File: src/rtl/sm_fp_conv_seq.sv
// ---------------------------------------------------------------------------
// sm_fp_conv_seq
//
// Sequential converter between a sign-magnitude integer and a
// sign/exponent/fraction float whose value is (-1)^s * 0.f * 2^e.
// The float has no hidden bit. Normalisation (int->fp) and denormalisation
// (fp->int) use a one-bit-per-cycle shifter.
//
// Handshake: a transfer happens on a rising clk edge where valid and ready
// are both high. The producer offers an operand with in_valid and it is taken
// when in_ready is high. The result is offered with out_valid and released
// when out_ready is high. The converter holds only one operation at a time.
//
// Ports
//   clk        rising-edge clock
//   reset      asynchronous, active-high reset
//   in_valid   operand valid
//   in_ready   converter idle and able to accept
//   mode       0 = int->fp, 1 = fp->int (sampled on accept)
//   in_int     sign-magnitude integer operand {s, mag[IW-2:0]}
//   in_fp      float operand {s, e[EW-1:0], f[FW-1:0]}
//   out_valid  result valid (held until out_ready)
//   out_ready  consumer takes the result
//   out_int    sign-magnitude result (fp->int only)
//   out_fp     float result (int->fp only)
//   out_of     fp->int exponent too large, magnitude saturated
//   out_uf     fp->int exponent below 1, magnitude zero
//   dbg_state  current FSM state, for observation
// ---------------------------------------------------------------------------
module sm_fp_conv_seq #(
    parameter int IW = 8,
    parameter int EW = 4,
    parameter int FW = 8
) (
    input  logic             clk,
    input  logic             reset,
    input  logic             in_valid,
    output logic             in_ready,
    input  logic             mode,
    input  logic [IW-1:0]    in_int,
    input  logic [EW+FW:0]   in_fp,
    output logic             out_valid,
    input  logic             out_ready,
    output logic [IW-1:0]    out_int,
    output logic [EW+FW:0]   out_fp,
    output logic             out_of,
    output logic             out_uf,
    output logic [1:0]       dbg_state
);

    // The fraction must hold a whole integer magnitude, and the exponent
    // must be able to count down from FW.
    if (FW < IW - 1 || (2 ** EW) - 1 < FW) begin : g_bad_params
        $error("sm_fp_conv_seq: illegal parameters, need FW >= IW-1 and 2^EW-1 >= FW");
    end

    typedef enum logic [1:0] {
        S_IDLE  = 2'd0,
        S_SHIFT = 2'd1,
        S_DONE  = 2'd2
    } state_t;

    localparam logic [EW-1:0] E_MAX = EW'(IW - 1);  // largest exponent that fits
    localparam logic [EW-1:0] E_FW  = EW'(FW);

    state_t          state_q, state_d;
    logic            mode_q, mode_d;
    logic            sign_q, sign_d;
    logic [FW-1:0]   work_q, work_d;
    // int->fp: running exponent. fp->int: shifts still to do.
    logic [EW-1:0]   cnt_q, cnt_d;
    logic            of_pend_q, of_pend_d;
    logic            uf_pend_q, uf_pend_d;
    logic [IW-1:0]   out_int_q, out_int_d;
    logic [EW+FW:0]  out_fp_q, out_fp_d;
    logic            out_of_q, out_of_d;
    logic            out_uf_q, out_uf_d;

    logic [EW-1:0]   in_e;
    logic [FW-1:0]   in_f;
    logic            shift_done;
    logic            work_zero;

    assign in_e      = in_fp[EW+FW-1:FW];
    assign in_f      = in_fp[FW-1:0];
    assign work_zero = (work_q == '0);

    always_comb begin
        state_d    = state_q;
        mode_d     = mode_q;
        sign_d     = sign_q;
        work_d     = work_q;
        cnt_d      = cnt_q;
        of_pend_d  = of_pend_q;
        uf_pend_d  = uf_pend_q;
        out_int_d  = out_int_q;
        out_fp_d   = out_fp_q;
        out_of_d   = out_of_q;
        out_uf_d   = out_uf_q;
        shift_done = 1'b0;

        // int->fp stops on a zero magnitude or once the MSB is set.
        // fp->int stops when the shift budget set at load runs out.
        if (!mode_q) begin
            shift_done = work_zero || work_q[FW-1];
        end else begin
            shift_done = (cnt_q == '0);
        end

        unique case (state_q)
            S_IDLE: begin
                if (in_valid) begin
                    state_d   = S_SHIFT;
                    mode_d    = mode;
                    of_pend_d = 1'b0;
                    uf_pend_d = 1'b0;
                    if (!mode) begin
                        sign_d             = in_int[IW-1];
                        work_d             = '0;
                        work_d[IW-2:0]     = in_int[IW-2:0];
                        cnt_d              = E_FW;
                    end else begin
                        sign_d = in_fp[EW+FW];
                        // Special cases load a finished result with a zero
                        // shift budget, so they leave SHIFT on the next edge.
                        if (in_f == '0) begin
                            work_d = '0;
                            cnt_d  = '0;
                        end else if (in_e > E_MAX) begin
                            work_d    = '1;
                            cnt_d     = '0;
                            of_pend_d = 1'b1;
                        end else if (in_e == '0) begin
                            work_d    = '0;
                            cnt_d     = '0;
                            uf_pend_d = 1'b1;
                        end else begin
                            work_d = in_f;
                            cnt_d  = E_FW - in_e;
                        end
                    end
                end
            end

            S_SHIFT: begin
                if (shift_done) begin
                    state_d = S_DONE;
                    if (!mode_q) begin
                        // Zero keeps its sign but reports e=0, not e=FW.
                        out_fp_d = {sign_q, (work_zero ? {EW{1'b0}} : cnt_q), work_q};
                    end else begin
                        out_int_d = {sign_q, work_q[IW-2:0]};
                        out_of_d  = of_pend_q;
                        out_uf_d  = uf_pend_q;
                    end
                end else begin
                    cnt_d = cnt_q - EW'(1);
                    if (!mode_q) begin
                        work_d = work_q << 1;
                    end else begin
                        work_d = work_q >> 1;
                    end
                end
            end

            S_DONE: begin
                if (out_ready) begin
                    state_d   = S_IDLE;
                    out_int_d = '0;
                    out_fp_d  = '0;
                    out_of_d  = 1'b0;
                    out_uf_d  = 1'b0;
                end
            end

            default: begin
                state_d = S_IDLE;
            end
        endcase
    end

    always_ff @(posedge clk or posedge reset) begin
        if (reset) begin
            state_q   <= S_IDLE;
            mode_q    <= 1'b0;
            sign_q    <= 1'b0;
            work_q    <= '0;
            cnt_q     <= '0;
            of_pend_q <= 1'b0;
            uf_pend_q <= 1'b0;
            out_int_q <= '0;
            out_fp_q  <= '0;
            out_of_q  <= 1'b0;
            out_uf_q  <= 1'b0;
        end else begin
            state_q   <= state_d;
            mode_q    <= mode_d;
            sign_q    <= sign_d;
            work_q    <= work_d;
            cnt_q     <= cnt_d;
            of_pend_q <= of_pend_d;
            uf_pend_q <= uf_pend_d;
            out_int_q <= out_int_d;
            out_fp_q  <= out_fp_d;
            out_of_q  <= out_of_d;
            out_uf_q  <= out_uf_d;
        end
    end

    assign in_ready  = (state_q == S_IDLE);
    assign out_valid = (state_q == S_DONE);
    assign out_int   = out_int_q;
    assign out_fp    = out_fp_q;
    assign out_of    = out_of_q;
    assign out_uf    = out_uf_q;
    assign dbg_state = state_q;

endmodule

File: config.mk
export PLATFORM = sky130hd
export DESIGN_NAME = sm_fp_conv_seq
export DESIGN_NICKNAME = d
export VERILOG_FILES = /design/src/rtl/sm_fp_conv_seq.sv
export SDC_FILE = /design/constraint.sdc
export NUM_CORES = 1
export LEC_CHECK = 0
export ABC_CLOCK_PERIOD_IN_PS = 3800
export BUFFER_PORTS_ARGS = -buffer_cell sky130_fd_sc_hd__buf_2
export CAP_MARGIN = 20
export CORE_UTILIZATION = 32
export CTS_CLUSTER_SIZE = 16
export DETAILED_ROUTE_END_ITERATION = 8
export SYNTH_ARGS = -nofsm -noshare
export SYNTH_HDL_FRONTEND = slang
export SYNTH_SLANG_ARGS = --single-unit
File: constraint.sdc
create_clock -name clk -period 3.8 [get_ports clk]
set_input_delay 0.76 -clock clk [delete_from_list [all_inputs] [get_ports clk]]
set_output_delay 0.76 -clock clk [all_outputs]
set_load 0.03 [all_outputs]
**Word-level counts from Yosys, hierarchy flattened**

Index checks and enable logic that the tools add are counted.

- Add/sub/neg operators: 2
- Order comparisons: 1
- Equality and inequality tests: 8
- Multiplexer cells: 44
- Reductions and logical operators: 13

Operators by type and width:

| cell | count |
|---|---|
| 2-to-1 mux 8 bit | 10 |
| 2-to-1 mux 13 bit | 3 |
| one-hot mux 8 bit (2 select lines) | 2 |
| 2-to-1 mux 4 bit | 7 |
| one-hot mux 13 bit (2 select lines) | 1 |
| logical NOT 8 bit | 2 |
| 2-to-1 mux 1 bit | 14 |
| inequality test 2 bit, second input constant | 5 |
| logical NOT 4 bit | 2 |
| one-hot mux 4 bit (2 select lines) | 1 |
| AND reduction 4 bit | 2 |
| 2-to-1 mux 2 bit | 3 |
| one-hot mux 2 bit (3 select lines) | 1 |
| AND reduction 3 bit | 2 |
| > comparator 4 x 3 -> 1 bit, second input constant | 1 |
| one-hot mux 1 bit (2 select lines) | 2 |
| nonzero test 2 bit | 2 |
| subtractor 4 x 1 -> 4 bit, second input constant | 1 |
| subtractor 4 bit, first input constant | 1 |
| == test 2 x 1 -> 1 bit, second input constant | 1 |
| == test 2 bit, second input constant | 1 |
| logical NOT 2 bit | 1 |
| inequality test 2 x 1 -> 1 bit, second input constant | 1 |
| AND reduction 2 bit | 1 |
| logical OR 1 bit | 1 |

- Bits in registers: 41
- Input port bits: 26
- Output and inout bits: 27
- Word-level logic and storage cells: 79

**Longest topological paths before layout**

- Depth in word-level cells: 7
- Gate-level depth with buffers: 8
- Depth with buffers taken out: 7

**Worst setup path after synthesis**

Ideal clock, no wire load.

- Path type: input -> register
- From: input in_valid
- To: register cnt_q[2]
- Setup time: 0.129 ns
- Arrival time: 1.814 ns
- Required time: 3.671 ns
- Setup slack: 1.857 ns
- Stages on the path: 7
- Buffers on the path: 2
- Cell sequence: or3b_1 -> buf_2 -> o31ai_1 -> a31oi_4 -> buf_4 -> o21ai_0 -> o21ai_0

- Longest elaborated chain between the ends: 2

Ends and longest elaborated chain:

| what | RTL line | source |
|---|---|---|
| start, declared | 37 | `input logic in_valid,` |
| inequality test 2 bit (no line) | - |  |
| AND reduction 3 bit (no line) | - |  |
| end signal, assigned | 200 | `cnt_q <= cnt_d;` |
| end, declared | 71 | `logic [EW-1:0] cnt_q, cnt_d;` |

Every way passes these cells.
A chain may end at the register's enable or synchronous reset.

**Final worst setup path**

- From: register cnt_q[0]
- To: register cnt_q[0]

- Longest elaborated chain between the ends: 4
- Elaborated cells between the ends (all ways): 7
- Classes of those cells: add/sub: 1; eq/ne: 1; mux: 3; reduce/logical: 2

Ends and longest elaborated chain:

| what |
|---|
| branches (longest 4 deep; another with subtractor 4 x 1 -> 4 bit) |

Several ways; the timed one is not identified. The select of a mux whose other input is x is not followed.

==> impl_metrics.py <==
metrics = {
    "status": {
        "status": "complete, no violations",
    },
    "logic_synthesis": {
        "synth_xor_area_share_pct": 0.423,
        "avgSynthCellArea_um2": 9.54,
        "async_flop_share_pct": 100,
        "synthesis.area_um2": 2070,
        "synth.most_common_cell": "dfrtp_1",
        "ys_top_cells_by_area": "dfrtp_1 (50%), a22o_1 (6.8%), nand2_1 (6.5%)",
        "seq_area_frac_synth_pct": 49.6,
        "synth_compound_area_share_pct": 23.4,
        "synthAdderAreaFrac_pct": 1.21,
        "yosys.area_share.simple_pct": 14.4,
        "synth_cell_types": 41,
        "netlist_top_cells_count": "dfrtp_1 (41), nand2_1 (36), o21ai_0 (21)",
        "syn_inst": 217,
        "syn-num-nets": 245,
        "synth_top_area_share_pct": 49.6,
        "ys_ff_latch": 41,
        "synth_top_family_by_area": "compound AO/OA/AOI/OAI gates",
        "synthMuxAreaShare_pct": 4.96,
        "ys.flop_type": "dfrtp_1",
        "yosysWarningCount": 0,
        "synth_area_leader_cell": "dfrtp_1",
        "synth_edf_count": 0,
    },
    "die": {
        "dieArea_um2": 6790,
        "ios": 53,
        "start_util_pct": 33.9,
        "die_h_um": 82.4,
        "core_area_um2": 6100,
        "rows": 28,
        "die_w_um": 82.4,
    },
    "global_route": {
        "grt_usage_pct": 15.9,
        "grt_pass1_vias": 1620,
        "grt_max_degree": 27,
        "grt_pass1_wl_um": 7960,
        "grt_antenna_before_repair": 0,
        "grt.overflow.total": 0,
    },
    "clocking": {
        "cts_tree": "done",
        "cts-buffers-inserted": 5,
        "clock_latency_ns": 0.28,
        "ctsHtreeMaxLevel": 2,
        "cts_resized": 0,
        "clock_sinks": 41,
        "clockBufferDepth": 2,
        "post_cts_buffers": 0,
        "cts_hold_buf": 0,
        "clk_pin_slew_ns": 0.07,
        "root_buffer": "clkbuf_8",
    },
    "placement": {
        "gp_congestion": 0.739,
        "placed_cells": 333,
        "place_area_um2": 2360,
        "portBuffers": 52,
        "dp_hpwl_um": 3600,
    },
    "layout": {
        "stdcell_area_um2": 2460,
        "final_cells": 341,
        "nFillCells": 635,
        "n_antenna_cell": 0,
        "drive_gt1_share_pct": 25.2,
        "area_growth_pct": 19.1,
        "nets": 293,
    },
    "critical_path": {
        "startpoint_type": "flop",
        "path_max_fanout": 23,
        "cp.required_ns": 3.97,
        "r2r-end": "cnt_q[0]",
        "crit_chain": "inv_1 -> ha_1 -> nor3b_1 -> nand2_1 -> a31oi_4 -> inv_2 -> mux2_2",
        "crit_type": "reg -> reg",
        "cp_slowest_stage_delay_ns": 0.56,
        "r2r_cells": 7,
        "cp-end-kind": "flop",
        "crit_arrival_ns": 2.45,
        "path_buf_inv": 2,
        "slowest_stage": "a31oi_4",
        "r2r-start": "cnt_q[0]",
        "cp_top_family": "compound AO/OA/AOI/OAI gates",
        "reg2reg_slack_ns": 1.53,
    },
    "worst_hold_path": {
        "hold_depth": 2,
        "holdCritStartpoint": "out_fp[11]",
        "hold_end": "out_fp[11]",
        "hp-class": "reg -> reg",
    },
    "timing": {
        "slew_headroom_pct": 49.0,
        "finalCritPeriodShare_pct": 59.8,
        "slew_violations": 0,
        "grt_setup_unrepaired": "no",
        "period_minus_slack_ns": 2.27,
        "tightest_slew_ns": 0.765,
        "max_freq_mhz": 440,
        "clock_skew_ns": 0.00334,
        "finalSetupViolCount": 0,
        "tns_ns": 0,
        "hold_violations": 0,
        "worst_hold_slack_ns": 0.472,
    },
    "route": {
        "drtPass1Iterations": 4,
        "routed_wl_um": 4790,
        "via_per_inst": 5.06,
        "drt-initial-drc-count": 103,
        "detail-route-antenna-nets": 0,
        "dr_total_vias": 1727,
        "drc": 0,
        "wl_per_cell_um": 14.0,
    },
    "pwr": {
        "power_density_nw_per_um2": 897,
        "p_leak_uw": 0.00125,
        "fin_total_pwr_uw": 2210,
        "ir_drop_mv": 0.272,
    },
    "run": {
        "drv_cap": 0,
    },
}
## cells in the final DEF (no fill, tap or decap), types with 2 or more instances in the layout
cell type  count
nand3_1        3
o21ai_0       21
buf_2         52
clkbuf_8       7
nand2b_1       3
a22o_1        16
a21oi_1       10
mux2i_1        8
nor4_1         4
inv_1         14
ha_1           2
nor3_1         2
a31oi_1        2
nand2_1       36
dfrtp_1       41
nor2_1        15
mux2_2         2
o221ai_1       6
## logic make-up (layout without fill, tap and decap cells)
kind of cell,count (synthesis),after routing
XOR/XNOR,1,1
buffers and inverters,27,76
AND/OR/NAND/NOR,68,68
flip-flops,41,41
adder cells (fa/ha/maj),2,2
multiplexers,10,10
AO/OA/AOI/OAI,68,68
## tightest hold or removal path: cells and delay by family (launching register included)
kind            cells  cell delay [ns]
flops               1             0.34
compound gates      1             0.05
simple gates        1             0.04
## state kept, by name, indices dropped and copies added, names as in the netlist, 2 cells and up
signal,count
dbg_state,2
cnt_q,4
out_fp,13
out_int,8
work_q,8
## area by class of cell
type,count,area (um^2),share of cell area (%)
sequential,41,1030,41.6
multi-input combinational,149,920,37.3
timing repair buffer,53,268,10.9
clock buffer,7,96.3,3.91
tap,75,93.8,3.81
inverter,15,56.3,2.28
clock inverter,1,5.00,0.203
## how the worst max path moves through the flow
| stage | start | end | slack (ns) | cells after the start |
|---|---|---|---|---|
| after floorplan | in_valid | cnt_q[2] | 1.86 | 7 |
| after global placement | in_valid | cnt_q[0] | 1.45 | 6 |
| after detailed placement | in_valid | cnt_q[0] | 1.42 | 6 |
| after CTS | dbg_state[0] | out_valid | 1.53 | 3 |
| after global routing | cnt_q[0] | cnt_q[0] | 1.33 | 7 |
| final | cnt_q[0] | cnt_q[0] | 1.53 | 7 |
## metal layers
metal | GRT usage (%) | wire length (um) | up-vias
met3 | 4.07 | 267 | 5
met5 | 0 | 0 | -
met4 | 5.26 | 48 | 0
met1 | 23.7 | 2470 | 800
met2 | 22.2 | 2010 | 51
li1 | - | - | 871
## per-stage QoR
stage / utilization (%) / setup slack, ns
after floorplan: - / 1.86
after global placement: 38.8 / 1.45
after detailed placement: 38.8 / 1.42
after CTS: 40.4 / 1.53
after global routing: 40.4 / 1.33
final: 40.4 / 1.53
## where the power goes
group	total [uW]	leakage (uW)	internal (uW)	switching [uW]
Sequential	814	0.000522	628	186
Combinational	1090	0.000673	409	685
Clock	303	0.0000542	164	139
Total	2210	0.00125	1200	1010
Note: power is estimated with default switching activity, not from simulation.
